### src/rtl/bus_arbiter_if.sv
// Bus request/grant bundle shared by the requesters and the round-robin arbiter.
// The arbiter takes the slave side; the requesters drive req from the master side.
interface bus_arbiter_if #(
    parameter int COUNT = 8
);
    logic [COUNT-1:0]         req;
    logic [COUNT-1:0]         grant;
    logic                     grant_valid;
    logic [$clog2(COUNT)-1:0] grant_index;
    logic                     preempt;

    modport master (
        output req,
        input  grant,
        input  grant_valid,
        input  grant_index,
        input  preempt
    );

    modport slave (
        input  req,
        output grant,
        output grant_valid,
        output grant_index,
        output preempt
    );
endinterface

### src/rtl/bus_arbiter.sv
// Round-robin bus arbiter with a hold limit that preempts a long owner
// and an optional one-cycle turnaround between owners.
module bus_arbiter #(
    parameter int COUNT      = 8,
    parameter int MAX_HOLD   = 16,
    parameter int TURNAROUND = 1
) (
    input  logic          clk,
    input  logic          reset,
    bus_arbiter_if.slave  bus
);
    localparam int IW = $clog2(COUNT);

    localparam logic [1:0] ST_IDLE = 2'd0;
    localparam logic [1:0] ST_OWN  = 2'd1;
    localparam logic [1:0] ST_GAP  = 2'd2;

    localparam logic [IW:0] COUNT_W    = (IW+1)'(COUNT);
    localparam logic [7:0]  MAX_HOLD_W = 8'(MAX_HOLD);

    logic [COUNT-1:0] req;
    logic [1:0]       state_reg, state_next;
    logic [COUNT-1:0] grant_reg, grant_next;
    logic [IW-1:0]    index_reg, index_next;
    logic [IW-1:0]    ptr_reg, ptr_next;
    logic [7:0]       hold_reg, hold_next;
    logic             preempt_reg, preempt_next;

    logic             arb_found;
    logic [IW-1:0]    arb_index;
    logic [IW:0]      arb_sum;
    logic [IW-1:0]    arb_cand;
    logic [COUNT-1:0] arb_onehot;

    logic             owner_req;
    logic             other_req;
    logic [7:0]       hold_inc;
    logic             hold_limit;
    logic             do_arb;

    assign req = bus.req;

    // Search starts one past the last owner and wraps, so the last owner has lowest priority.
    always_comb begin
        arb_found = 1'b0;
        arb_index = '0;
        arb_sum   = '0;
        arb_cand  = '0;
        for (int k = 1; k <= COUNT; k++) begin
            arb_sum = {1'b0, ptr_reg} + (IW+1)'(k);
            if (arb_sum >= COUNT_W) begin
                arb_sum = arb_sum - COUNT_W;
            end
            arb_cand = arb_sum[IW-1:0];
            if (!arb_found && req[arb_cand]) begin
                arb_found = 1'b1;
                arb_index = arb_cand;
            end
        end
    end

    generate
        for (genvar gi = 0; gi < COUNT; gi++) begin : g_onehot
            assign arb_onehot[gi] = arb_found && (arb_index == IW'(gi));
        end
    endgenerate

    assign owner_req = |(req & grant_reg);
    assign other_req = |(req & ~grant_reg);

    // hold_inc counts owned cycles including the current one, so the owner
    // keeps the bus for exactly MAX_HOLD cycles when someone else is waiting.
    assign hold_inc   = (hold_reg == MAX_HOLD_W) ? hold_reg : hold_reg + 8'd1;
    assign hold_limit = (hold_inc == MAX_HOLD_W);

    always_comb begin
        state_next   = state_reg;
        grant_next   = grant_reg;
        index_next   = index_reg;
        ptr_next     = ptr_reg;
        hold_next    = hold_reg;
        preempt_next = 1'b0;
        do_arb       = 1'b0;
        case (state_reg)
            ST_IDLE, ST_GAP: begin
                do_arb = 1'b1;
            end
            ST_OWN: begin
                if (!owner_req || (hold_limit && other_req)) begin
                    preempt_next = owner_req;
                    hold_next    = '0;
                    if (TURNAROUND != 0) begin
                        state_next = ST_GAP;
                        grant_next = '0;
                        index_next = '0;
                    end else begin
                        do_arb = 1'b1;
                    end
                end else begin
                    hold_next = hold_inc;
                end
            end
            default: begin
                do_arb = 1'b1;
            end
        endcase

        if (do_arb) begin
            if (arb_found) begin
                state_next = ST_OWN;
                grant_next = arb_onehot;
                index_next = arb_index;
                ptr_next   = arb_index;
                hold_next  = '0;
            end else begin
                state_next = ST_IDLE;
                grant_next = '0;
                index_next = '0;
            end
        end
    end

    always_ff @(posedge clk) begin
        if (reset) begin
            state_reg   <= ST_IDLE;
            grant_reg   <= '0;
            index_reg   <= '0;
            ptr_reg     <= IW'(COUNT - 1);
            hold_reg    <= '0;
            preempt_reg <= 1'b0;
        end else begin
            state_reg   <= state_next;
            grant_reg   <= grant_next;
            index_reg   <= index_next;
            ptr_reg     <= ptr_next;
            hold_reg    <= hold_next;
            preempt_reg <= preempt_next;
        end
    end

    assign bus.grant       = grant_reg;
    assign bus.grant_valid = |grant_reg;
    assign bus.grant_index = index_reg;
    assign bus.preempt     = preempt_reg;
endmodule

### src/flat_wrapper.sv
// flat-port wrapper written by rule: the top's interface ports become plain ports
module bus_arbiter_flat 
#(
    parameter int COUNT      = 8,
    parameter int MAX_HOLD   = 16,
    parameter int TURNAROUND = 1
)
  (clk, reset, bus_req, bus_grant, bus_grant_valid, bus_grant_index, bus_preempt);
  bus_arbiter_if #(.COUNT(COUNT)) bus_i ();
  input  logic clk;
  input  logic reset;
  input wire logic [$bits(bus_i.req)-1:0] bus_req;
  output wire logic [$bits(bus_i.grant)-1:0] bus_grant;
  output wire logic [$bits(bus_i.grant_valid)-1:0] bus_grant_valid;
  output wire logic [$bits(bus_i.grant_index)-1:0] bus_grant_index;
  output wire logic [$bits(bus_i.preempt)-1:0] bus_preempt;
  assign bus_i.req = bus_req;
  assign bus_grant = bus_i.grant;
  assign bus_grant_valid = bus_i.grant_valid;
  assign bus_grant_index = bus_i.grant_index;
  assign bus_preempt = bus_i.preempt;
  bus_arbiter #(.COUNT(COUNT), .MAX_HOLD(MAX_HOLD), .TURNAROUND(TURNAROUND)) u_core (.clk(clk), .reset(reset), .bus(bus_i));
endmodule
### config.mk
export PLATFORM = sky130hd
export DESIGN_NAME = bus_arbiter_flat
export DESIGN_NICKNAME = d
export VERILOG_FILES = /design/src/rtl/bus_arbiter_if.sv /design/src/rtl/bus_arbiter.sv /design/src/flat_wrapper.sv
export SDC_FILE = /design/constraint.sdc
export NUM_CORES = 1
export LEC_CHECK = 0
export ABC_AREA = 1
export BUFFER_PORTS_ARGS = -buffer_cell sky130_fd_sc_hd__buf_2
export CORE_MARGIN = 2
export CORE_UTILIZATION = 48
export DETAILED_ROUTE_END_ITERATION = 8
export PLACE_DENSITY = 0.72
export SLEW_MARGIN = 5
export SYNTH_ARGS = -nofsm -noshare
export SYNTH_HDL_FRONTEND = slang
export SYNTH_SLANG_ARGS = --single-unit
### constraint.sdc
create_clock -name clk -period 6.02 [get_ports clk]
set_input_delay 1.204 -clock clk [delete_from_list [all_inputs] [get_ports clk]]
set_output_delay 1.204 -clock clk [all_outputs]
set_load 0.02 [all_outputs]
# Word-level counts from Yosys, hierarchy flattened
# Cells that the tools add are included.
# totals
output_inout_bits,13
input_bits,10
ff_bits,25
word_cells,140
# op_classes
n_lt_le_gt_ge,16
bitwise_logic,5
add_sub_neg,17
n_eq_ne,11
n_reduce_logical,31
muxes,54
# ops
operator,count
$mux 8,8
$mux 3,19
$ge 4x4->1 const B,8
$lt 3x4->1 const B,8
$bmux 1 s3,8
$reduce_or 8->1,3
$sub 3x1->3 const B,8
$mux 1,17
$add 3x3->4 const B,4
$and 8x8->8,2
$eq 8x5->1 const B,2
$logic_and 1x1->1,16
$eq 3x3->1 const B,4
$add 3x2->4 const B,2
$add 8x1->8 const B,1
$logic_not 1->1,8
$not 8->8,1
$eq 3x2->1 const B,2
$add 3x1->4 const B,1
$add 3x4->4 const B,1
$mux 2,2
$eq 3x1->1 const B,1
$logic_not 3->1,1
$reduce_or 3->1,1
other kinds (5),6

# Logic depth before layout (Yosys ltp)
# Gate-level depths: netlist of run 1.
# logic_depth
word_depth,31
mapped_depth,20

# Worst setup path after synthesis of run 1
# No wires, ideal clock.
# synth_timing
path_type,in2reg
startpoint,in bus_req[6]
endpoint,reg u_core.grant_reg[2] (netlist: u_core.bus.grant[2])
cell_stages,13
arrival_time_ps,2506
path_buffers,0
setup_time_ps,112
slack_ps,3401
path_cell_list,nand2_1 nand3_4 nand3_2 nand2_4 nor2_4 nand4_4 nor2_8 nand3_4 nand2_4 nand3b_1 nor2_1 nor2_1 nor2_1
# synth_via
elab_chain_cells,28
elab_cells_between_ends,58
cone_classes,eq/ne: 2; mux: 34; bitwise: 2; reduce/logical: 20
# synth_lines
element,line_no,text
"start, declared",flat_wrapper.sv:12,input wire logic [$bits(bus_i.req)-1:0] bus_req;
$bmux 1 s3,bus_arbiter.sv:55,if (!arb_found && req[arb_cand]) begin
$mux 1 (not written as such),bus_arbiter.sv:55,
$mux 1,bus_arbiter.sv:55,
$logic_not 1->1,bus_arbiter.sv:55,
$logic_and 1x1->1,bus_arbiter.sv:55,
$mux 1,bus_arbiter.sv:55,
$logic_not 1->1,bus_arbiter.sv:55,
$logic_and 1x1->1,bus_arbiter.sv:55,
[12 not listed],-,
$mux 1,bus_arbiter.sv:55,
$logic_not 1->1,bus_arbiter.sv:55,
$logic_and 1x1->1,bus_arbiter.sv:55,
$mux 3,bus_arbiter.sv:55,
$eq 3x2->1,bus_arbiter.sv:64,assign arb_onehot[gi] = arb_found && (arb_index == IW'(gi));
$logic_and 1x1->1,bus_arbiter.sv:64,
$mux 8,bus_arbiter.sv:109,if (arb_found) begin
$mux 8,bus_arbiter.sv:108,if (do_arb) begin
"end signal, assigned",bus_arbiter.sv:133,grant_reg <= grant_next;
"end, declared",bus_arbiter.sv:23,"logic [COUNT-1:0] grant_reg, grant_next;"
# Parallel ways exist; a longest one is shown, timed or not. The select of a mux whose other input is x is not followed.
# A chain may end at the register's enable or synchronous reset.

# Worst setup path after layout of run 1
# layout_timing
startpoint,reg u_core.ptr_reg[0]
endpoint,reg u_core.grant_reg[3] (netlist: u_core.bus.grant[3])
# layout_via
elab_chain_cells,31
elab_cells_between_ends,82
cone_classes,add/sub: 16; order compare: 8; eq/ne: 1; mux: 42; reduce/logical: 15
# layout_lines
element,line_no,text
"start, declared",bus_arbiter.sv:25,"logic [IW-1:0] ptr_reg, ptr_next;"
"start signal, assigned",bus_arbiter.sv:128,ptr_reg <= IW'(COUNT - 1);
"start signal, assigned",bus_arbiter.sv:135,ptr_reg <= ptr_next;
$add 3x1->4,bus_arbiter.sv:50,"arb_sum = {1'b0, ptr_reg} + (IW+1)'(k);"
$ge 4x4->1 / $sub 3x1->3 (equally long branches),"bus_arbiter.sv:51, bus_arbiter.sv:52",
$mux 3,bus_arbiter.sv:51,if (arb_sum >= COUNT_W) begin
$bmux 1 s3,bus_arbiter.sv:55,
$mux 1 (not written as such),bus_arbiter.sv:55,
$mux 1,bus_arbiter.sv:55,
$logic_not 1->1,bus_arbiter.sv:55,
$logic_and 1x1->1,bus_arbiter.sv:55,
[15 not listed],-,
$mux 1,bus_arbiter.sv:55,
$logic_not 1->1,bus_arbiter.sv:55,
$logic_and 1x1->1,bus_arbiter.sv:55,
$mux 3,bus_arbiter.sv:55,
$eq 3x2->1,bus_arbiter.sv:64,
$logic_and 1x1->1,bus_arbiter.sv:64,
$mux 8 (*),bus_arbiter.sv:109,
$mux 8 (*),bus_arbiter.sv:108,
# Every way passes the cells marked *; elsewhere a longest branch is shown, timed or not. The select of a mux whose other input is x is not followed.

==> impl_metrics.csv, run 1 <==
group,metric,value,unit
outcome,status,"finished, final reports clean",
worst_setup_path,path_cells,"inv_2 > ha_1 > inv_2 > nand3_2 > nand3_1 > nand2_1 > inv_1 > nand4_4 > nor2_8 > nand3_4 > nand2_4 > nand3b_1 > nor2_1 > nor2_1 > nor2_1",
finish,n_fill_cell,446,
clocking,clock_latency,0.26,ns
routing,drtIter0Drc,112,
yosys,synthFlopType,"dfxtp_1",
power,peakVddDrop,0.000211,V
worst_setup_path,cp-end-kind,"register",
global_route,grt_usage,20.6,%
yosys,synth-seq-cells,25,
clocking,numCtsBuffers,3,
clocking,h-tree-depth,1,
sta,timing.fmax,0.324,GHz
sta,relSlewSlack,54.6,%
worst_setup_path,critPathKind,"reg2reg",
finish,layout-drive-gt1-share,22.6,%
worst_setup_path,cp.arrival,3.23,ns
floorplan,pin_count,23,
routing,route.detailed.wl_per_inst,12.9,um
worst_setup_path,path_buf_inv,3,
place,port_buffers,22,
sta,finalHoldViolCount,0,
yosys,syn_area,0.00220,mm^2
worst_setup_path,cp_max_fo,14,
place,place_ws,2.97,ns
sta,whs,0.459,ns
worst_setup_path,crit_path_frequent_cell,"nor2_1",
floorplan,die_x,71.7,um
clocking,clock-sinks,25,
clocking,hold_buffers,0,
sta,rsz0062_at_grt,"no",
power,power,1.50,mW
yosys,ys_types,40,
sta,postLayoutSetupSlackWorst,2.94,ns
routing,via_count,2135,
clocking,cts.path.max_buffers,2,
worst_setup_path,worstReg2RegStart,"u_core.ptr_reg[0]",
floorplan,dieArea,0.00514,mm^2
worst_setup_path,slowest_stage,"dfxtp_1",
worst_setup_path,cp.required,6.17,ns
floorplan,rows,24,
sta,slew_violations,0,
floorplan,start_util,50.1,%
sta,finalCritPeriodShare,51.2,%
yosys,avgSynthCellArea,6.81,um^2
yosys,syn_nets,337,
clocking,tritoncts,"done",
global_route,grt_overflow,0,
routing,wirelength,5050,um
global_route,grt_max_degree,18,
global_route,grt_pass1_vias,1995,
finish,num_antenna_cells,0,
clocking,cts.reportedPaths.clkPinSlew,0.08,ns
sta,worst_pin_slew,0.679,ns
clocking,ctsResizeCount,0,
sta,finClkSkew,0.00184,ns
power,p_per_area,642,mW/mm^2
sta,fin_crit,3.08,ns
yosys,synth_edf_count,0,
worst_hold_path,hold_class,"reg2reg",
worst_setup_path,critPathTopFamily,"simple AND/OR/NAND/NOR gates",
place,dp_hpwl,4060,um
global_route,antenna_found_initial,0,
yosys,syn_inst,323,
flow_run,maxCapViolCount,0,
clocking,cts_root_buf,"clkbuf_8",
worst_setup_path,rrSetupSlack,2.94,ns
power,power.leakage,1.07,nW
global_route,grt_pass1_wl,8760,um
worst_setup_path,startpoint,"u_core.ptr_reg[0]",
yosys,ys_warn_count,0,
worst_setup_path,worst_setup_path_start_kind,"register",
routing,avgViaCountPerCell,5.45,
routing,drc,0,
yosys,seq_area_frac_synth,22.8,%
sta,finalSetupTns,0,ns
floorplan,core_area,0.00438,mm^2
clocking,postCtsSetupRepairBufs,0,
routing,final_antenna_net_count,0,
place,globalplace.congestion,0.915,
sta,setup_viol,0,
finish,fin_nets,355,
yosys,synth-async-reset-ratio,0,%
worst_hold_path,min_from,"u_core.bus.grant_index[1]",
finish,area_growth,6.03,%
floorplan,die_y,71.7,um
finish,final_cell_mix,"nand2_1, nor2_1, inv_1, nand3_1, dfxtp_1",
finish,final_common_cell,"nand2_1",
routing,drtPass1Iterations,4,
worst_setup_path,slowest_delay,0.62,ns
worst reg2reg max path, stage by stage (launching register included):
cell and delay, ns:
dfxtp_1 0.62, inv_2 0.26, ha_1 0.50, inv_2 0.18, nand3_2 0.11, nand3_1 0.10, nand2_1 0.11, inv_1 0.13
nand4_4 0.16, nor2_8 0.19, nand3_4 0.15, nand2_4 0.13, nand3b_1 0.14, nor2_1 0.07, nor2_1 0.08, nor2_1 0.04
per-layer routing:
metal / share of wire [%] / track usage [%]
met3: 3.6 / 2.39
met1: 47 / 27.3
met5: 0 / 0
met2: 48 / 35.6
met4: 1.2 / 5.24
area by class of cell:
type	count	area, um^2	area share, %
Inverter	39	146	6.28
Tap cell	52	65.1	2.79
Timing Repair Buffer	22	110	4.72
Clock buffer	4	45.0	1.93
Sequential cell	25	500	21.5
Multi-Input combinational cell	250	1460	62.8
metrics by stage:
step,util (%),cell area (um^2),instances
after floorplan,-,2200,323
after global placement,52.1,2290,388
after detailed placement,52.1,2290,388
after CTS,53.2,2330,392
after global routing,53.2,2330,392
final,53.2,2330,392
path summary, 6_finish.rpt:
path	depth (start not counted)	end
min reg2reg	2	u_core.bus.grant_index[1]
max	15	u_core.bus.grant[3]
min	2	u_core.bus.grant_index[1]
max reg2reg	15	u_core.bus.grant[3]
where the power goes:
part | leakage [nW] | internal, mW | switching (mW)
Sequential | 0.204 | 0.203 | 0.0557
Combinational | 0.848 | 0.358 | 0.783
Clock | 0.0228 | 0.0472 | 0.0500
synthesized netlist by cell type (3+ instances only):
cell      count  area share, %
nand2_2      11            3.1
nor4_1        3           0.85
a21oi_1      16            3.6
o22ai_1       3           0.85
a221oi_1      3            1.2
buf_6         3            1.5
nand3_1      33            7.5
ha_1          4            2.3
buf_4         3            1.0
nand2_4       6            3.1
dfxtp_1      25             23
nand3_2      11            5.0
nand2_1      69             12
inv_1        33            5.6
xor2_1        6            2.4
nor2_1       37            6.3
nand4_1      11            3.1
nor3_1        6            1.4
inv_2         6            1.0
nor2_2        4            1.1
o21a_1        5            1.7
cell families after synthesis:
family | count (synthesis) | synth area share (%)
compound gates | 35 | 10.7
xor+xnor | 9 | 3.93
fa+ha+maj | 4 | 2.28
buf+inv | 48 | 10.6
flops | 25 | 22.8
simple gates | 202 | 49.7
Power figures use the tool's default switching activity.
==> run 2: changes to the inputs <==
clock period = 2.87 ns   (was 6.02 ns; I/O delays follow)
==> impl_metrics.csv, run 2 (synthesis gave the netlist of run 1 again) <==
group,metric,value,unit
worst_setup_path,critPathKind,"reg2reg",
clocking,tritoncts,"done",
routing,drtPass1Iterations,4,
worst_setup_path,cp.arrival,2.78,ns
routing,route.detailed.wl_per_inst,13.2,um
sta,finClkSkew,0.00509,ns
finish,multi_input_area,0.00147,mm^2
clocking,cts_root_buf,"clkbuf_8",
worst_hold_path,hold_class,"reg2reg",
global_route,grt_max_degree,18,
sta,setup_viol,0,
clocking,ctsResizeCount,0,
global_route,grt_usage,21.7,%
floorplan,pin_count,23,
clocking,postCtsSetupRepairBufs,0,
worst_setup_path,cp_max_fo,11,
clocking,hold_buffers,0,
power,combinationalPowerShare,78.3,%
power,peakVddDrop,0.000404,V
finish,layout-drive-gt1-share,23.8,%
clocking,h-tree-depth,1,
clocking,cts.path.max_buffers,2,
sta,worst_pin_slew,0.641,ns
power,power.leakage,1.09,nW
power,p_sw_share,59.0,%
routing,final_antenna_net_count,0,
sta,fin_crit,2.63,ns
floorplan,core_area,0.00438,mm^2
sta,rsz0062_at_grt,"no",
finish,n_fill_cell,425,
routing,wirelength,5230,um
place,globalplace.congestion,0.892,
finish,final_cell_mix,"nand2_1, nor2_1, inv_1, nand3_1, dfxtp_1",
routing,via_count,2143,
outcome,status,"finished, final reports clean",
place,port_buffers,22,
worst_setup_path,cp-end-kind,"register",
power,p_per_area,1350,mW/mm^2
place,place_ws,0.238,ns
global_route,grt_pass1_vias,1967,
place,dp_hpwl,4160,um
finish,ff_latch_area,500,um^2
routing,drtIter0Drc,122,
routing,drc,0,
clocking,cts.reportedPaths.clkPinSlew,0.08,ns
clocking,clock-sinks,25,
sta,timing.fmax,0.381,GHz
global_route,antenna_found_initial,0,
worst_setup_path,cp.required,3.02,ns
sta,finalSetupTns,0,ns
worst_setup_path,rrSetupSlack,0.24,ns
power,pwr-share-seq,15.3,%
power,power_switching,1.89,mW
sta,slew_violations,0,
worst_setup_path,worst_setup_path_start_kind,"register",
finish,fin_nets,359,
floorplan,dieArea,0.00514,mm^2
floorplan,rows,24,
sta,finalHoldViolCount,0,
floorplan,die_y,71.7,um
clocking,numCtsBuffers,3,
floorplan,die_x,71.7,um
global_route,grt_pass1_wl,8980,um
finish,num_antenna_cells,0,
clocking,clock_latency,0.27,ns
power,p_clk_share,6.4,%
flow_run,maxCapViolCount,0,
sta,finalCritPeriodShare,91.5,%
power,p_int,1.31,mW
finish,final_common_cell,"nand2_1",
sta,relSlewSlack,57.1,%
global_route,grt_overflow,0,
routing,avgViaCountPerCell,5.41,
finish,area_growth,7.51,%
floorplan,start_util,50.1,%
finish,fin_util,53.9,%
sta,postLayoutSetupSlackWorst,0.244,ns
-- run 2: area by class of cell --
| class | instances | area share, % |
|---|---|---|
| Tap cell | 52 | 2.75 |
| Multi-Input combinational cell | 250 | 62.0 |
| Sequential cell | 25 | 21.2 |
| Clock buffer | 4 | 1.91 |
| Inverter | 39 | 6.19 |
| Timing Repair Buffer | 26 | 5.93 |
-- run 2: critical path, cell delays in order, from the launching register on --
cell and delay [ns]:
dfxtp_1 0.32, inv_2 0.24, ha_2 0.41, inv_2 0.14, nand3_2 0.10, nand3_1 0.10
nand2_1 0.11, inv_1 0.13, nand4_4 0.16, nor2_8 0.18, nand3_4 0.13, nand2_4 0.13
nand3b_1 0.15, nor2_1 0.07, nor2_1 0.09, nor2_1 0.05
-- run 2: final timing paths --
kind | to | from | depth (start not counted)
max | u_core.bus.grant[3] | u_core.ptr_reg[0] | 15
min | u_core.bus.grant_index[1] | u_core.bus.grant_index[1] | 2
max reg2reg | u_core.bus.grant[3] | u_core.ptr_reg[0] | 15
min reg2reg | u_core.bus.grant_index[1] | u_core.bus.grant_index[1] | 2
-- run 2: power by group through the flow --
stage | clock, mW | combinational, mW | sequential [mW]
global placement | 0 | 2.45 | 0.496
global route | 0.228 | 2.80 | 0.500
detailed placement | 0 | 2.47 | 0.496
floorplan | 0 | 1.99 | 0.534
finish | 0.206 | 2.50 | 0.488
CTS | 0.214 | 2.49 | 0.489
-- run 2: layer usage --
metal	vias to the layer above	wire, um	track usage, %
met5	-	0	0
met3	5	236	2.67
met1	984	2420	29.1
met4	0	31	3.35
met2	49	2540	37.9
li1	1105	-	-
-- run 2: stage by stage --
stage | hold slack (ns) | std cells | total power [mW] | instance area (um^2)
after detailed placement | 0.457 | 392 | 2.97 | 2320
after CTS | 0.471 | 396 | 3.19 | 2360
after floorplan | 0.479 | 323 | 2.53 | 2200
after global routing | 0.514 | 396 | 3.53 | 2360
final | 0.472 | 396 | 3.20 | 2360
after global placement | 0.452 | 392 | 2.94 | 2320
